File: src/rtl/pb_debounce_event.sv
// Pushbutton conditioner: 2-flop synchronizer, debounce FSM, and registered
// press/release/long-press strobes plus a modulo-256 press counter.
module pb_debounce_event #(
    parameter int unsigned DEBOUNCE_CYCLES = 500000,
    parameter int unsigned LONG_CYCLES     = 50000000
) (
    input  logic       CLK,
    input  logic       RESET,
    input  logic       PB_SW_N,
    output logic       PB_LEVEL,
    output logic       PRESS_PULSE,
    output logic       RELEASE_PULSE,
    output logic       LONG_PULSE,
    output logic [7:0] PRESS_COUNT
);
    localparam int unsigned DW = $clog2(DEBOUNCE_CYCLES + 1);
    localparam int unsigned HW = $clog2(LONG_CYCLES + 1);
    localparam logic [DW-1:0] DB_LAST   = DW'(DEBOUNCE_CYCLES - 1);
    localparam logic [HW-1:0] HOLD_LAST = HW'(LONG_CYCLES - 1);
    localparam logic [HW-1:0] HOLD_MAX  = HW'(LONG_CYCLES);

    typedef enum logic [2:0] {
        IDLE,
        PRESS_WAIT,
        PRESSED,
        LONG_HELD,
        RELEASE_WAIT
    } state_t;

    logic          sync1, sync2;
    state_t        state_q, state_d;
    logic [DW-1:0] db_cnt_q, db_cnt_d;
    logic [HW-1:0] hold_q, hold_d;
    logic          from_long_q, from_long_d;
    logic          level_q, level_d;
    logic          press_q, press_d;
    logic          rel_q, rel_d;
    logic          long_q, long_d;
    logic [7:0]    count_q, count_d;

    // State, counters, synchronizer and output registers
    always_ff @(posedge CLK) begin
        if (RESET) begin
            sync1       <= 1'b1;
            sync2       <= 1'b1;
            state_q     <= IDLE;
            db_cnt_q    <= '0;
            hold_q      <= '0;
            from_long_q <= 1'b0;
            level_q     <= 1'b0;
            press_q     <= 1'b0;
            rel_q       <= 1'b0;
            long_q      <= 1'b0;
            count_q     <= 8'd0;
        end else begin
            sync1       <= PB_SW_N;
            sync2       <= sync1;
            state_q     <= state_d;
            db_cnt_q    <= db_cnt_d;
            hold_q      <= hold_d;
            from_long_q <= from_long_d;
            level_q     <= level_d;
            press_q     <= press_d;
            rel_q       <= rel_d;
            long_q      <= long_d;
            count_q     <= count_d;
        end
    end

    // Next-state and next-output logic; sync2 low means the button is down
    always_comb begin
        state_d     = state_q;
        db_cnt_d    = db_cnt_q;
        hold_d      = hold_q;
        from_long_d = from_long_q;
        level_d     = level_q;
        press_d     = 1'b0;
        rel_d       = 1'b0;
        long_d      = 1'b0;
        count_d     = count_q;

        case (state_q)
            IDLE: begin
                if (!sync2) begin
                    state_d  = PRESS_WAIT;
                    db_cnt_d = DW'(1);
                end
            end
            PRESS_WAIT: begin
                if (sync2) begin
                    state_d  = IDLE;
                    db_cnt_d = '0;
                end else if (db_cnt_q >= DB_LAST) begin
                    state_d  = PRESSED;
                    db_cnt_d = '0;
                    hold_d   = '0;
                    press_d  = 1'b1;
                    level_d  = 1'b1;
                    count_d  = count_q + 8'd1;
                end else begin
                    db_cnt_d = db_cnt_q + DW'(1);
                end
            end
            PRESSED: begin
                if (sync2) begin
                    state_d     = RELEASE_WAIT;
                    db_cnt_d    = DW'(1);
                    from_long_d = 1'b0;
                end else if (hold_q >= HOLD_LAST) begin
                    state_d = LONG_HELD;
                    hold_d  = HOLD_MAX;
                    long_d  = 1'b1;
                end else begin
                    hold_d = hold_q + HW'(1);
                end
            end
            LONG_HELD: begin
                if (sync2) begin
                    state_d     = RELEASE_WAIT;
                    db_cnt_d    = DW'(1);
                    from_long_d = 1'b1;
                end
            end
            RELEASE_WAIT: begin
                // Hold counter stays frozen so a bounce resumes the long-press timing
                if (!sync2) begin
                    state_d  = from_long_q ? LONG_HELD : PRESSED;
                    db_cnt_d = '0;
                end else if (db_cnt_q >= DB_LAST) begin
                    state_d  = IDLE;
                    db_cnt_d = '0;
                    rel_d    = 1'b1;
                    level_d  = 1'b0;
                end else begin
                    db_cnt_d = db_cnt_q + DW'(1);
                end
            end
            default: begin
                state_d  = IDLE;
                db_cnt_d = '0;
                hold_d   = '0;
                level_d  = 1'b0;
            end
        endcase
    end

    assign PB_LEVEL      = level_q;
    assign PRESS_PULSE   = press_q;
    assign RELEASE_PULSE = rel_q;
    assign LONG_PULSE    = long_q;
    assign PRESS_COUNT   = count_q;

endmodule
File: config.mk
export PLATFORM = sky130hd
export DESIGN_NAME = pb_debounce_event
export DESIGN_NICKNAME = d
export VERILOG_FILES = /design/src/rtl/pb_debounce_event.sv
export SDC_FILE = /design/constraint.sdc
export NUM_CORES = 1
export LEC_CHECK = 0
export BUFFER_PORTS_ARGS = -buffer_cell sky130_fd_sc_hd__buf_2
export CAP_MARGIN = 20
export CORE_MARGIN = 4
export CORE_UTILIZATION = 30
export DETAILED_ROUTE_END_ITERATION = 10
export MAX_ROUTING_LAYER = met4
export PLACE_DENSITY = 0.46
export SLEW_MARGIN = 20
export SYNTH_ARGS = -nofsm -noshare
export SYNTH_HDL_FRONTEND = slang
export SYNTH_SLANG_ARGS = --single-unit
File: constraint.sdc
create_clock -name CLK -period 1.9 [get_ports CLK]
set_input_delay 0.38 -clock CLK [delete_from_list [all_inputs] [get_ports CLK]]
set_output_delay 0.38 -clock CLK [all_outputs]
set_load 0.02 [all_outputs]
==> parameters.txt <==
Parameter                              Value

Run status
  Run status    completed

Yosys
  Synth Net Count    431
  Area leader, netlist    dfxtp_1
  Number of synthesized flops with an enable pin    0
  Share of synthesized registers carrying an async set or reset    0%
  Total of flip-flops plus latches after synthesis    63
  Post-synthesis cell count    425
  Area fraction of the dominant cell type after synthesis    37.4%
  Commonest cells in the netlist    63 x dfxtp_1, 46 x nor2_1, 45 x nand2_1
  Post-synth top flop    dfxtp_1
  Count of warnings emitted by yosys    0
  Most instantiated library cell after synthesis    dfxtp_1
  Post-synth design cell area    3370 um2
  Post-Synthesis Mean Instance Area    7.93 um2
  Share of the yosys chip area belonging to registers    37.4%
  Main area contributors after synthesis    dfxtp_1 37%, nor2_1 5.1%, nand2_1 5.0%, nand3_1 4.6%, a21oi_1 4.5%
  Yosys cell types    61

STA
  Total count of max-transition violations in the final report    0
  Relative max-transition margin    74.4%
  Final hold violation count    0
  Tcrit/Tclk final    99.7%
  Number of setup violations in the final report    0
  Final critical path time including I/O delays and setup    1.89 ns
  Worst slew pin tran    0.382 ns
  Highest Clock Rate    528 MHz
  RSZ-0062 raised after global routing    true
  Clock Skew    0.00545 ns

Route
  Total via count in the routed design    3457
  Detail Route Antenna Nets    0
  DRC    0
  Number of DRC violations after detailed-routing iteration 0    122
  DR pass1 iterations    4
  Vias per std cell    5.14
  Wirelength, routed    9.82 mm
  Final routed wire length divided by cell count    14.6 um

Clocking
  Hold bufs inserted after CTS    0
  Number of sinks handled by clock tree synthesis    63
  Clock buffer count from CTS    9
  Cell at the root of the clock tree    clkbuf_16
  Clock-pin slew of the registers on the worst-case setup and hold paths    0.05 ns
  Clock latency on the worst-skew pair    0.33 ns
  Clock Path Buffers    2
  TritonCTS clock tree    yes
  Number of H-tree branching levels    3

Pwr
  Reported leakage power    1.82 nW
  VDD IR max    0.497 mV
  Total power    2.94 mW
  Total power per unit cell area    602 nW/um2

GRT
  Pin count of the biggest net entering global routing    20
  Total overflow reported by the global router    0
  Initial antenna violation count    0
  GRT Resource Usage Total    16.2%
  Via count of the first global-routing pass    3360
  Wire length of the first global-routing pass    16.5 mm

Setup path
  Slowest stage cell on the critical path    or4_4
  Class of the most critical setup path    reg -> reg
  Endpoint arrival time on the critical path    2.15 ns
  Critical path capture point type    register
  Data required time of the worst path    2.16 ns
  Startpoint types    register
  Reg2reg path depth    6
  Largest stage delay on the critical path    0.53 ns
  Worst-path cell chain    or4_4 > a211o_4 > a211oi_4 > buf_12 > a21oi_2 > mux2i_1
  Maximum fanout encountered on the critical timing path    8

Layout
  Share of post-route cells with drive strength above 1    39.6%
  Number of inserted filler cells in the final layout    1144
  Post-Layout Inst Area    4870 um2
  Layout overhead on the synthesized area    44.5%
  Number of nets in the layout    534
  Number of antenna repair diodes    0

Die
  Die height    114 um
  Floorplan core area    10900 um2
  Starting utilization of the core area    30.8%
  Rows    38
  Die Width    114 um
  Boundary pin count    15
  Area of the die    13000 um2

Place
  Port Buffers    14
  Last weighted congestion value of the routability-driven placer    0.832
  Area after detailed placement    4290 um2
  Dpl hpwl    7.21 mm

Hold path
  Depth of the worst hold-timing path    2
  Worst hold-check path type    in -> reg

Run
  Max cap viols    0
==> through the flow <==
| stage | hold slack (ns) | instances | utilization (%) | setup slack [ns] | setup TNS (ns) |
|---|---|---|---|---|---|
| finish | 0.229 | 673 | 44.6 | 0.00628 | 0 |
| global route | 0.222 | 673 | 44.6 | -0.0597 | -0.882 |
| CTS | 0.221 | 671 | 42.4 | -0.00546 | -0.0143 |
| detailed placement | 0.398 | 654 | 39.2 | -0.0927 | -0.762 |
| global placement | 0.407 | 654 | 39.2 | -0.0950 | -0.276 |
| floorplan | 0.389 | 425 | - | -0.00440 | -0.00440 |
==> layout make-up <==
| type | instances | area [um2] | share of cell area, % |
|---|---|---|---|
| inverters | 16 | 60.1 | 1.23 |
| well taps | 140 | 175 | 3.59 |
| clock buffers | 11 | 233 | 4.78 |
| flip-flops and latches | 63 | 1280 | 26.2 |
| clock inverters | 5 | 25.0 | 0.513 |
| repair buffers | 112 | 850 | 17.4 |
| multi-input cells | 326 | 2250 | 46.2 |
==> logic make-up (layout without fill, tap and decap cells) <==
| group | Yosys count | after routing | share of synthesized area [%] |
|---|---|---|---|
| mux | 3 | 3 | 0.891 |
| simple gates | 198 | 198 | 29.5 |
| fa+ha+maj | 3 | 3 | 1.11 |
| buf+inv | 36 | 144 | 4.23 |
| flops | 63 | 63 | 37.4 |
| xor+xnor | 18 | 18 | 4.68 |
| compound gates | 104 | 104 | 22.2 |
==> sequential cells by signal, summed over array words and instances (netlist names) <==
signal and flops:
PRESS_COUNT 8, sync1 1, state_q 3, PB_LEVEL 1, hold_q 26, LONG_PULSE 1, sync2 1, db_cnt_q 19
from_long_q 1, RELEASE_PULSE 1, PRESS_PULSE 1
==> cell usage in the layout, fill, tap and decap left out, drive strengths merged, types with 3 or more instances in the layout <==
cell type,netlist,routed
ha,3,3
buf,2,112
o21ai,16,16
and3,9,9
inv,16,16
a21oi,31,31
xnor2,14,14
o211ai,4,4
or3,7,7
mux2i,3,3
nand2,46,46
nand2b,3,3
o21a,4,4
o32ai,5,5
o311ai,4,4
nand4,11,11
nand3,31,31
nor3,17,17
nor2,48,48
and4,3,3
dfxtp,63,63
xor2,4,4
o41ai,3,3
o22ai,4,4
a21o,7,7
a31oi,4,4
nor4,7,7
or2,7,7
a32o,4,4
clkbuf,18,11
clkinv,0,5
==> worst max-delay path: cells and delay by family (launching register included) <==
kind / cells / cell delay [ns]
AO/OA/AOI/OAI: 3 / 0.65
AND/OR/NAND/NOR: 1 / 0.53
flip-flops: 1 / 0.33
buffers and inverters: 1 / 0.17
multiplexers: 1 / 0.13
==> power by group <==
part	internal [mW]	switching [mW]	total, mW
logic	0.0584	0.0829	0.141
registers	1.33	0.00820	1.34
clock network	0.870	0.588	1.46
total	2.26	0.679	2.94
==> final timing paths <==
kind / end / startpoint / slack [ns]
worst max-delay path: db_cnt_q[2]$_SDFFE_PP0P_ / db_cnt_q[10]$_SDFFE_PP0P_ / 0.006
worst min-delay path: sync1$_SDFF_PP1_ / PB_SW_N / 0.23
worst min register to register: sync2$_SDFF_PP1_ / sync1$_SDFF_PP1_ / 0.43
worst max register to register: db_cnt_q[2]$_SDFFE_PP0P_ / db_cnt_q[10]$_SDFFE_PP0P_ / 0.006
==> routing by layer <==
metal / track usage, % / wire [um] / up-vias
met5: - / 0 / -
met4: 4.51 / 142 / 0
met3: 4.30 / 341 / 13
met2: 26.0 / 4860 / 47
met1: 20.3 / 4480 / 1630
li1: - / - / 1767
==> what timing repair did <==
item	CTS	global route
buffers inserted	2	2
pin swaps	7	22
cloned	0	0
endpoints found under the setup margin	26	53
gates resized for setup	18	63
No activity file was read; power rests on OpenSTA's default activity.
